$ cat src/rtl/uart_pkg.sv
// Shared constants for the uart byte-buffering stage: feeder FSM encodings,
// default FIFO depth and error-counter ceiling.
package uart_pkg;

  localparam logic [1:0] F_IDLE = 2'd0;
  localparam logic [1:0] F_ARM  = 2'd1;
  localparam logic [1:0] F_BUSY = 2'd2;

  localparam int unsigned DEPTH_LOG2_DEFAULT = 4;
  localparam logic [7:0]  ERRCNT_MAX         = 8'd255;

endpackage

$ cat src/rtl/uart_sync_fifo.sv
// Single-clock FIFO with first-word-fall-through head and a separate level counter.
// FULL_PUSH_POP lets a push land on a full FIFO when a pop happens in the same cycle.
module uart_sync_fifo #(
  parameter int unsigned WIDTH         = 8,
  parameter int unsigned DEPTH_LOG2    = 4,
  parameter bit          FULL_PUSH_POP = 1'b0
) (
  input  logic                  clk,
  input  logic                  rst,
  input  logic                  push,
  input  logic [WIDTH-1:0]      din,
  input  logic                  pop,
  output logic [WIDTH-1:0]      dout,
  output logic                  full,
  output logic                  empty,
  output logic [DEPTH_LOG2:0]   level
);

  localparam int unsigned DEPTH = 1 << DEPTH_LOG2;
  localparam logic [DEPTH_LOG2:0] FULL_LEVEL = (DEPTH_LOG2 + 1)'(DEPTH);

  logic [WIDTH-1:0]      mem_q [DEPTH];
  logic [DEPTH_LOG2-1:0] wr_ptr_q, wr_ptr_d;
  logic [DEPTH_LOG2-1:0] rd_ptr_q, rd_ptr_d;
  logic [DEPTH_LOG2:0]   level_q, level_d;
  logic                  push_ok, pop_ok;

  assign full    = (level_q == FULL_LEVEL);
  assign empty   = (level_q == '0);
  assign level   = level_q;
  assign pop_ok  = pop && !empty;
  assign push_ok = push && (!full || (FULL_PUSH_POP && pop_ok));

  // Storage is not reset; the head reads as zero while empty.
  assign dout = empty ? '0 : mem_q[rd_ptr_q];

  always_comb begin
    wr_ptr_d = wr_ptr_q;
    rd_ptr_d = rd_ptr_q;
    level_d  = level_q;
    if (push_ok) wr_ptr_d = wr_ptr_q + 1'b1;
    if (pop_ok)  rd_ptr_d = rd_ptr_q + 1'b1;
    case ({push_ok, pop_ok})
      2'b10:   level_d = level_q + 1'b1;
      2'b01:   level_d = level_q - 1'b1;
      default: level_d = level_q;
    endcase
  end

  always_ff @(posedge clk or posedge rst) begin
    if (rst) begin
      wr_ptr_q <= '0;
      rd_ptr_q <= '0;
      level_q  <= '0;
    end else begin
      wr_ptr_q <= wr_ptr_d;
      rd_ptr_q <= rd_ptr_d;
      level_q  <= level_d;
    end
  end

  always_ff @(posedge clk) begin
    if (push_ok) mem_q[wr_ptr_q] <= din;
  end

endmodule

$ cat src/rtl/uart_fifo.sv
// Byte buffering between CPU and uart core: TX queue with frame feeder, RX queue with
// overflow status. Define UART_FIFO_ERRCNT_EN to enable the receive-error counter.
module uart_fifo
  import uart_pkg::*;
#(
  parameter int unsigned DEPTH_LOG2 = DEPTH_LOG2_DEFAULT
) (
  input  logic                clk,
  input  logic                rst,
  input  logic                tx_wr,
  input  logic [7:0]          tx_data,
  output logic                tx_full,
  output logic [DEPTH_LOG2:0] tx_level,
  input  logic                rx_rd,
  output logic [7:0]          rx_data,
  output logic                rx_empty,
  output logic [DEPTH_LOG2:0] rx_level,
  output logic                rx_overflow,
  input  logic                ovf_clr,
  output logic [7:0]          err_count,
  output logic                uart_transmit,
  output logic [7:0]          uart_tx_byte,
  input  logic                uart_is_transmitting,
  input  logic                uart_received,
  input  logic [7:0]          uart_rx_byte,
  input  logic                uart_recv_error
);

  logic [7:0] tx_head;
  logic       tx_empty, tx_pop;
  logic       rx_full;
  logic [1:0] state_q, state_d;
  logic       transmit_q, transmit_d;
  logic [7:0] tx_byte_q, tx_byte_d;
  logic       overflow_q, overflow_d;

  uart_sync_fifo #(
    .WIDTH        (8),
    .DEPTH_LOG2   (DEPTH_LOG2),
    .FULL_PUSH_POP(1'b0)
  ) u_tx_fifo (
    .clk  (clk),
    .rst  (rst),
    .push (tx_wr),
    .din  (tx_data),
    .pop  (tx_pop),
    .dout (tx_head),
    .full (tx_full),
    .empty(tx_empty),
    .level(tx_level)
  );

  // A received byte arriving on a full FIFO survives if the CPU pops in the same cycle.
  uart_sync_fifo #(
    .WIDTH        (8),
    .DEPTH_LOG2   (DEPTH_LOG2),
    .FULL_PUSH_POP(1'b1)
  ) u_rx_fifo (
    .clk  (clk),
    .rst  (rst),
    .push (uart_received),
    .din  (uart_rx_byte),
    .pop  (rx_rd),
    .dout (rx_data),
    .full (rx_full),
    .empty(rx_empty),
    .level(rx_level)
  );

  always_comb begin
    state_d    = state_q;
    transmit_d = 1'b0;
    tx_byte_d  = tx_byte_q;
    tx_pop     = 1'b0;
    case (state_q)
      F_IDLE: begin
        if (!tx_empty && !uart_is_transmitting) begin
          tx_pop     = 1'b1;
          tx_byte_d  = tx_head;
          transmit_d = 1'b1;
          state_d    = F_ARM;
        end
      end
      F_ARM:   if (uart_is_transmitting)  state_d = F_BUSY;
      F_BUSY:  if (!uart_is_transmitting) state_d = F_IDLE;
      default: state_d = F_IDLE;
    endcase
  end

  always_comb begin
    overflow_d = overflow_q;
    if (uart_received && rx_full && !rx_rd) overflow_d = 1'b1;
    else if (ovf_clr)                       overflow_d = 1'b0;
  end

  always_ff @(posedge clk or posedge rst) begin
    if (rst) begin
      state_q    <= F_IDLE;
      transmit_q <= 1'b0;
      tx_byte_q  <= '0;
      overflow_q <= 1'b0;
    end else begin
      state_q    <= state_d;
      transmit_q <= transmit_d;
      tx_byte_q  <= tx_byte_d;
      overflow_q <= overflow_d;
    end
  end

  assign uart_transmit = transmit_q;
  assign uart_tx_byte  = tx_byte_q;
  assign rx_overflow   = overflow_q;

`ifdef UART_FIFO_ERRCNT_EN
  logic [7:0] err_q, err_d;

  always_comb begin
    err_d = err_q;
    if (ovf_clr)                                  err_d = '0;
    else if (uart_recv_error && err_q != ERRCNT_MAX) err_d = err_q + 1'b1;
  end

  always_ff @(posedge clk or posedge rst) begin
    if (rst) err_q <= '0;
    else     err_q <= err_d;
  end

  assign err_count = err_q;
`else
  assign err_count = '0;
`endif

endmodule

$ cat config.mk
export PLATFORM = sky130hd
export DESIGN_NAME = uart_fifo
export DESIGN_NICKNAME = d
export VERILOG_FILES = /design/src/rtl/uart_pkg.sv /design/src/rtl/uart_sync_fifo.sv /design/src/rtl/uart_fifo.sv
export SDC_FILE = /design/constraint.sdc
export NUM_CORES = 1
export LEC_CHECK = 0
export ABC_AREA = 1
export BUFFER_PORTS_ARGS = -buffer_cell sky130_fd_sc_hd__buf_2
export CAP_MARGIN = 20
export CORE_MARGIN = 4
export CORE_UTILIZATION = 55
export CTS_BUF_LIST = sky130_fd_sc_hd__clkbuf_2
export CTS_CLUSTER_DIAMETER = 50
export CTS_CLUSTER_SIZE = 10
export DETAILED_ROUTE_END_ITERATION = 8
export HOLD_SLACK_MARGIN = 0.06
export PLACE_DENSITY = 0.79
export RECOVER_POWER = 100
export SYNTH_ARGS = -nofsm -noshare
export SYNTH_HDL_FRONTEND = slang
export SYNTH_SLANG_ARGS = --single-unit
$ cat constraint.sdc
create_clock -name clk -period 4.78 [get_ports clk]
set_input_delay 0.956 -clock clk [delete_from_list [all_inputs] [get_ports clk]]
set_output_delay 0.956 -clock clk [all_outputs]
set_load 0.03 [all_outputs]
==> results of run 1 <==
[per-stage QoR]
stage                     worst slack, ps  total power [mW]  instances  cell area, sq um
after floorplan                      2078             5.599       1244             12900
after global placement               1673             6.304       1567             13360
after detailed placement             1605             6.415       1568             13360
after CTS                           672.3             7.495       1626             13660
after global routing                260.5             7.978       1630             13580
final                               580.5             7.430       1630             13580
[cell usage after synthesis, drive strengths merged (6+ instances only)]
cell type / count
o21ai: 11
edfxtp: 256
inv: 139
nor2: 22
clkbuf: 6
nand2: 430
buf: 57
nand3: 203
xnor2: 6
a21oi: 12
ha: 17
dfrtp: 38
nor3: 18
xor2: 10
[path summary, 6_finish.rpt]
path / start / to / slack, ps
setup / recovery: u_rx_fifo.rd_ptr_q[1] / rx_data[7] / 580
hold / removal: uart_is_transmitting / state_q[0] / 350
setup reg to reg: u_tx_fifo.level[1] / u_tx_fifo.level[4] / 1450
hold reg to reg: state_q[1] / state_q[0] / 490
max in group asynchronous: rst / u_tx_fifo.rd_ptr_q[0] / 2320
min in group asynchronous: rst / u_rx_fifo.rd_ptr_q[3] / 950
[metal layers]
layer,global-route usage [%],vias up
met5,0,-
met4,8.841,0
met3,3.139,63
met2,34.88,311
met1,27.17,3966
li1,-,4180
[placed cells by master, fill, tap and decap left out, types with 4 or more instances in the layout]
cell / netlist / final
nand3_1: 203 / 203
nor2_1: 22 / 22
nor3_1: 18 / 18
dfrtp_1: 38 / 36
xor2_1: 10 / 10
conb_1: 1 / 8
buf_4: 18 / 6
xnor2_1: 6 / 6
clkinv_1: 4 / 4
nand2_1: 429 / 430
buf_2: 33 / 6
a21oi_1: 12 / 12
ha_1: 17 / 17
inv_1: 136 / 137
clkbuf_2: 1 / 55
clkbuf_1: 5 / 63
o21ai_0: 11 / 11
edfxtp_1: 256 / 256
[report_power, final]
part	internal (mW)	total (mW)	switching (mW)
sequential	3.13	3.31	0.182
combinational	0.832	3.02	2.19
clock	0.300	1.10	0.798
total	4.26	7.43	3.17
[registers in the layout, summed over array words and instances (netlist names)]
register and count:
u_rx_fifo.rd_ptr_q 4, uart_transmit 1, uart_tx_byte 8, u_rx_fifo.mem_q 128, state_q 2, u_tx_fifo.rd_ptr_q 4
u_rx_fifo.wr_ptr_q 4, rx_overflow 1, u_tx_fifo.mem_q 128, u_tx_fifo.level 5, u_rx_fifo.level 5, u_tx_fifo.wr_ptr_q 4
[cells by family (layout without fill, tap and decap cells)]
group                      Yosys count  count (layout)  synth area share, %
xor gates and xnor gates            16              16                1.089
adders and majority gates           18              18                1.808
other                                1               9              0.02913
AOI/OAI and AO/OA                   26              26                1.050
and+or+nand+nor                    676             676                22.00
buffers and inverters              206             278                6.921
DFF                                294             294                67.11
[final cells by class]
class	instances	area [sq um]	area share [%]
sequential	294	8641	63.63
antenna	1	2.502	0.01843
clock buffer	55	275.3	2.027
clock inverter	3	21.27	0.1566
timing repair buffer	77	351.6	2.589
inverter	143	536.8	3.952
multi-input combinational	744	3361	24.75
tap	313	391.6	2.884
[worst max-delay path: stages, from the launching register on]
cell	delay, ps
dfrtp_1	360
buf_4	350
inv_1	570
nand3_1	290
nand3_1	120
nand2_1	150
nand2_1	60
a21oi_1	170
clkbuf_1	340
==> flow_summary.ini, run 1 <==
[status]
outcome = finished with violations
violations = capacitance limit, slew limit

[logic_synthesis]
synth.distinct_cells = 29
yosysTopAreaCellShare_pct = 59.72
ys_ff_latch = 294
async_reset_ff_share_pct = 12.93
yosysWarnings = 0
netlist_area_sq_um = 12870
syn_inst = 1237
synth_edf_count = 256
ys.flop_type = edfxtp_1
avgSynthCellArea_sq_um = 10.41
yosysTopAreaCell = edfxtp_1
ys_top_cells_by_area = edfxtp_1, nand2_1, nand3_1
synth-seq-area-share_pct = 67.11

[hold_path]
hold_path.class = in -> reg
whs_path_depth = 2

[critical_path]
required_ps = 3820
cp-end-kind = output pin
critPathLaunchType = flip-flop
path_class = reg -> out
cp.arrival_ps = 3240
crit_fanout = 35
rr_worst_depth = 15

[die]
rows = 55
dieArea_sq_um = 25920
die_w_microns = 161.0
die_h_microns = 161.0
io_pins = 62
core_region_area_sq_um = 22850
start_util_pct = 56.34

[sta]
fin_worst_skew_ps = 66.41
rsz0062_at_grt = no
hold_slack_ps = 350.5
fmax_mhz = 238.1
hold_viol = 0
layout_worst_path_cycle_share_pct = 87.86
tns_ps = 0
worst_slew_pin_slew_ps = 2295
setup_viol = 0
relSlewSlack_pct = -53.02
slew_violations = 39
finalCriticalPeriod_ps = 4200

[detailed_routing]
wire_per_inst_microns = 16.16
top_layer = met4
dr_wl_met2_microns = 12670
dr_wl_met3_microns = 1780
ant_nets = 0
num_vias = 8520
dr.pass1.iters = 5
remaining_drc_errors = 0
postRouteWirelength_microns = 26340
drt_iter0_drc = 719
drt-met1-wl_microns = 10880
routed_via_density = 5.227

[finish]
utilization_pct = 59.44
nets = 1338
fillCellCount = 1935
layout-area-overhead-vs-synth_pct = 5.501
drive_above_1_share_pct = 5.775

[flow_run]
maxCapViolCount = 1

[placement]
io_buffers = 52
dpl.hpwl_microns = 16290
gp_congestion = 0.8899

[power]
vdd_drop_max_mv = 0.3513
power.density_nw_per_um2 = 547.1
p_leak_nw = 5.643

[clock_tree]
cts.path.max_buffers = 3
clk_latency_ps = 800
cts.repair.resized = 0
cts_buffers = 36
clock_sinks = 294
post_cts_buffers = 0
htree_levels = 2
cts_tree = done
ctsRootBufferMaster = clkbuf_2
clk_pin_slew_ps = 180
ctsHoldBuffers = 0

[global_routing]
grt_pass1_wl_microns = 43010
grt_max_degree = 67
grt_use_total_pct = 20.73
grt-ovfl-total = 0
antenna_found_initial = 1
first_global_vias = 8493
No activity file was read; power rests on OpenSTA's default activity.
==> run 2, diff against run 1 <==
--- a/config.mk
+++ b/config.mk
@@ -8,12 +8,14 @@
 export ABC_AREA = 1
 export BUFFER_PORTS_ARGS = -buffer_cell sky130_fd_sc_hd__buf_2
 export CAP_MARGIN = 20
+export CORE_ASPECT_RATIO = 0.75
 export CORE_MARGIN = 4
 export CORE_UTILIZATION = 55
 export CTS_BUF_LIST = sky130_fd_sc_hd__clkbuf_2
 export CTS_CLUSTER_DIAMETER = 50
 export CTS_CLUSTER_SIZE = 10
 export DETAILED_ROUTE_END_ITERATION = 8
+export GPL_TIMING_DRIVEN = 0
 export HOLD_SLACK_MARGIN = 0.06
 export PLACE_DENSITY = 0.79
 export RECOVER_POWER = 100
==> flow_summary.ini, run 2 (synthesis results as in run 1) <==
[status]
outcome = finished with violations
violations = capacitance limit, slew limit

[placement]
io_buffers = 52
dpl.hpwl_microns = 22070
gp_congestion = 0.9313

[sta]
layout_worst_path_cycle_share_pct = 86.33
setup_viol = 0
slew_violations = 57
fmax_mhz = 242.3
fin_worst_skew_ps = 169.6
hold_viol = 0
relSlewSlack_pct = -10.53
tns_ps = 0
worst_slew_pin_slew_ps = 1645
finalCriticalPeriod_ps = 4127
rsz0062_at_grt = no

[clock_tree]
htree_levels = 2
clk_pin_slew_ps = 200
cts.repair.resized = 0
ctsRootBufferMaster = clkbuf_2
cts_buffers = 36
cts_tree = done
clock_sinks = 294
post_cts_buffers = 0
clk_latency_ps = 880
cts.path.max_buffers = 3
ctsHoldBuffers = 0

[finish]
layout-area-overhead-vs-synth_pct = 7.961
nets = 1390
final_common_cell = nand2_1
final_cell_mix = nand2_1, edfxtp_1, nand3_1
drive_above_1_share_pct = 8.230
utilization_pct = 60.42

[critical_path]
crit_buf_inv = 4
cp.arrival_ps = 3170
crit_fanout = 10
critPathLaunchType = flip-flop
regToRegStartpoint = u_tx_fifo.level[1]
cpMostUsedCell = clkbuf_1
slowest_stage = clkbuf_1
crit_chain = clkbuf_1, inv_1, clkbuf_1, nand3_1, nand3_1, nand2_1, nand2_1, a21oi_1, clkbuf_1
startpoint = u_rx_fifo.rd_ptr_q[1]
required_ps = 3820
path_class = reg -> out
cpPeakStageDelay_ps = 420
cp-end-kind = output pin
critPathTopFamily = buffers and inverters

[global_routing]
grt_busiest_layer = met1
grt_util_met2_pct = 35.67
grt-ovfl-total = 0
grt_pass1_wl_microns = 48780
antenna_found_initial = 1
first_global_vias = 8701
grt_util_met1_pct = 37.18
grt_util_met3_pct = 7.165
grt_max_degree = 39
grt_use_total_pct = 24.74

[die]
io_pins = 62
die_w_microns = 184.7
core_region_area_sq_um = 23000
start_util_pct = 55.96
dieArea_sq_um = 25940
rows = 48
die_h_microns = 140.5

[detailed_routing]
dr.pass1.iters = 6
wire_per_inst_microns = 19.10
postRouteWirelength_microns = 31970
ant_nets = 0
remaining_drc_errors = 0
num_vias = 9341
drt_iter0_drc = 1252
routed_via_density = 5.580

[hold_path]
hp-start = ovf_clr
hold_path.class = in -> reg

[power]
vdd_drop_max_mv = 0.3171
p_leak_nw = 5.861
power.density_nw_per_um2 = 574.8

[flow_run]
maxCapViolCount = 3
run 2: changes by cell type in the layout (fill, tap and decap cells not counted), sizes merged:
| cell | change |
|---|---|
| inv | +1 |
| clkinv | -1 |
| buf | +41 |
| clkbuf | +13 |
| bufinv | +3 |
run 2: stage by stage:
stage                     setup slack [ps]  std cells  power (mW)  cell area [sq um]  hold WS, ps
after floorplan                       2078       1244       5.599              12900        449.3
after global placement                1798       1596       6.596              13530        461.6
after detailed placement              1766       1608       6.699              13610        461.0
after CTS                             1010       1671       7.979              14000        219.2
after global routing                 418.0       1674       8.474              13900        230.4
final                                653.4       1674       7.988              13900        240.4
run 2: per-layer routing:
| metal | wire length (microns) | up-vias |
|---|---|---|
| met3 | 4566 | 75 |
| met1 | 13020 | 4372 |
| li1 | - | 4297 |
| met2 | 13630 | 597 |
| met4 | 749 | 0 |
| met5 | 0 | - |
run 2: path summary, 6_finish.rpt:
| kind | to | slack (ps) | depth (start not counted) |
|---|---|---|---|
| hold reg to reg | state_q[1] | 500 | 1 |
| setup / recovery | rx_data[4] | 650 | 9 |
| min in group asynchronous | rx_overflow | 520 | 2 |
| hold / removal | rx_overflow | 240 | 2 |
| max in group asynchronous | u_tx_fifo.level[2] | 3180 | 2 |
| setup reg to reg | u_tx_fifo.level[4] | 1670 | 16 |
run 2: layout make-up:
cell class                      count  area, sq um
Clock buffer                       57        285.3
Clock inverter                      6        105.1
Sequential cell                   294         8638
Buffer                             63        335.3
Inverter                          143        536.8
Fill cell                        1856         9105
Antenna cell                        1        2.502
Timing Repair Buffer               66        257.7
Tap cell                          300        375.4
Multi-Input combinational cell    744         3361
run 2: worst reg2reg max path, delay by kind of cell (launching register included):
kind / cells / cell delay (ps)
AND/OR/NAND/NOR: 10 / 1180
buffers and inverters: 2 / 640
flip-flops: 1 / 490
adder cells (fa/ha/maj): 2 / 420
AO/OA/AOI/OAI: 1 / 160
XOR/XNOR: 1 / 140
run 2: power breakdown:
part / leakage, nW / total (mW) / switching [mW] / internal, mW
clock: 0.285 / 1.32 / 0.843 / 0.472
combinational: 2.79 / 3.36 / 2.44 / 0.916
sequential: 2.78 / 3.32 / 0.187 / 3.13
total: 5.86 / 7.99 / 3.47 / 4.52
==> run 3, diff against run 2 <==
--- a/config.mk
+++ b/config.mk
@@ -5,9 +5,8 @@
 export SDC_FILE = /design/constraint.sdc
 export NUM_CORES = 1
 export LEC_CHECK = 0
-export ABC_AREA = 1
+export ABC_AREA = 0
 export BUFFER_PORTS_ARGS = -buffer_cell sky130_fd_sc_hd__buf_2
-export CAP_MARGIN = 20
 export CORE_ASPECT_RATIO = 0.75
 export CORE_MARGIN = 4
 export CORE_UTILIZATION = 55
==> flow_summary.ini, run 3 <==
[logic_synthesis]
synth_edf_count = 256
yosysMostFrequentCell = edfxtp_1
yosysTopAreaCellShare_pct = 64.17
synth.distinct_cells = 44
avgSynthCellArea_sq_um = 19.32
yosysTopAreaCell = edfxtp_1
async_reset_ff_share_pct = 12.93
ys_top_cells_by_area = edfxtp_1, dfrtp_1, mux4_2
synthTopCellsByCount = edfxtp_1, mux4_2, dfrtp_1, o22ai_1, mux4_1
synth-seq-area-share_pct = 72.10
ys.flop_type = edfxtp_1
syn_inst = 620
ys_ff_latch = 294
yosysWarnings = 0
netlist_area_sq_um = 11980

[global_routing]
grt_use_total_pct = 19.94
grt-ovfl-total = 0
first_global_vias = 6059
grt_util_met1_pct = 30.27
grt_busiest_layer = met1
grt_util_met3_pct = 5.894
grt_util_met2_pct = 28.65
grt_pass1_wl_microns = 35860
antenna_found_initial = 1
grt_max_degree = 39

[sta]
setup_viol = 0
relSlewSlack_pct = -6.119
worst_slew_pin_slew_ps = 1590
hold_slack_ps = 395.8
fmax_mhz = 240.9
hold_viol = 0
rsz0062_at_grt = no
tns_ps = 0
layout_worst_path_cycle_share_pct = 86.86
finalCriticalPeriod_ps = 4152
fin_worst_skew_ps = 73.75
slew_violations = 39

[critical_path]
critPathLaunchType = flip-flop
required_ps = 3820
crit_fanout = 10
cp.arrival_ps = 3200
path_class = reg -> out
cp-end-kind = output pin

[clock_tree]
cts_tree = done
clk_latency_ps = 780
post_cts_buffers = 0
cts.repair.resized = 0
htree_levels = 2
clock_sinks = 294
ctsHoldBuffers = 0
cts.path.max_buffers = 3
cts_buffers = 35
clk_pin_slew_ps = 180
ctsRootBufferMaster = clkbuf_2

[detailed_routing]
drt_iter0_drc = 596
postRouteWirelength_microns = 23550
ant_nets = 0
dr.pass1.iters = 5
num_vias = 6088
wire_per_inst_microns = 22.82
routed_via_density = 5.899
remaining_drc_errors = 0

[finish]
layout-area-overhead-vs-synth_pct = 7.593
nets = 758
drive_above_1_share_pct = 20.32
fillCellCount = 1533
final_cell_mix = edfxtp_1, clkbuf_2, clkbuf_1
final_area_sq_um = 12890
regArea_sq_um = 8638
stdcell_count = 1032
final_common_cell = edfxtp_1
multi_input_area_sq_um = 3045

[status]
violations = capacitance limit, slew limit
outcome = finished with violations

[placement]
place_area_sq_um = 12630
dp.cells = 967
gp_congestion = 0.8437
dpl.hpwl_microns = 15920
io_buffers = 52

[die]
rows = 46
dieArea_sq_um = 24230
io_pins = 62
core_region_area_sq_um = 21300
die_h_microns = 135.8
die_w_microns = 178.4
start_util_pct = 56.26

[power]
power.density_nw_per_um2 = 563.2
vdd_drop_max_mv = 0.2140
p_leak_nw = 4.454

[flow_run]
maxCapViolCount = 1

[hold_path]
hold_path.class = in -> reg
## run 3: metal layers
metal  vias to the layer above  routed length [microns]  share of wire [%]
met2                       279                    10770                 46
met5                         -                        0                  0
met4                         0                      366                1.6
met1                      3117                    10350                 44
li1                       2660                        -                  -
met3                        32                     2059                8.7
## run 3: layout make-up
cell class                      instances  area share [%]
Timing Repair Buffer                   52           1.640
Inverter                               17          0.4950
Buffer                                 42           1.747
Tap cell                              288           2.796
Clock buffer                           60           2.330
Clock inverter                          4          0.3300
Antenna cell                            1         0.01941
Sequential cell                       294           67.02
Multi-Input combinational cell        274           23.63
## run 3: critical path: stages (launching register included)
cell,delay [ps]
dfrtp_1,380
buf_2,240
clkbuf_1,620
mux4_2,610
mux2i_1,240
o22ai_1,140
buf_2,200
## run 3: report_power, final
part	leakage, nW	internal [mW]	switching (mW)	total, mW
clock	0.273	0.377	0.800	1.18
combinational	1.42	1.10	1.63	2.73
sequential	2.76	3.17	0.184	3.35
total	4.45	4.64	2.62	7.26
## run 3: metrics by stage
step,utilization [%],setup slack [ps],power [mW]
finish,60.53,628.2,7.259
global route,60.53,332.0,7.641
CTS,60.90,756.9,7.338
detailed placement,59.29,1092,6.178
global placement,59.29,1177,6.056
floorplan,-,1653,5.377
## run 3: path summary, 6_finish.rpt
kind | startpoint | to | slack [ps] | cells after the start
max | u_rx_fifo.rd_ptr_q[0] | rx_data[4] | 630 | 6
min | ovf_clr | rx_overflow | 400 | 2
max reg2reg | u_tx_fifo.level[1] | u_tx_fifo.level[4] | 1120 | 15
min reg2reg | u_rx_fifo.level[4] | u_rx_fifo.level[4] | 530 | 1
max in group asynchronous | rst | uart_tx_byte[7] | 3200 | 2
min in group asynchronous | rst | u_rx_fifo.level[3] | 620 | 2
## run 3: cell families (layout without fill, tap and decap cells)
kind of cell    Yosys count  count (layout)  share of synthesized area [%]
compound gates           54              54                          2.851
xor+xnor                 23              23                          1.682
fa+ha+maj                18              18                          1.943
buf+inv                  59             175                          2.548
flops                   294             294                          72.10
mux                      92              92                          15.24
other cells               1               9                        0.03130
simple gates             79              79                          3.603
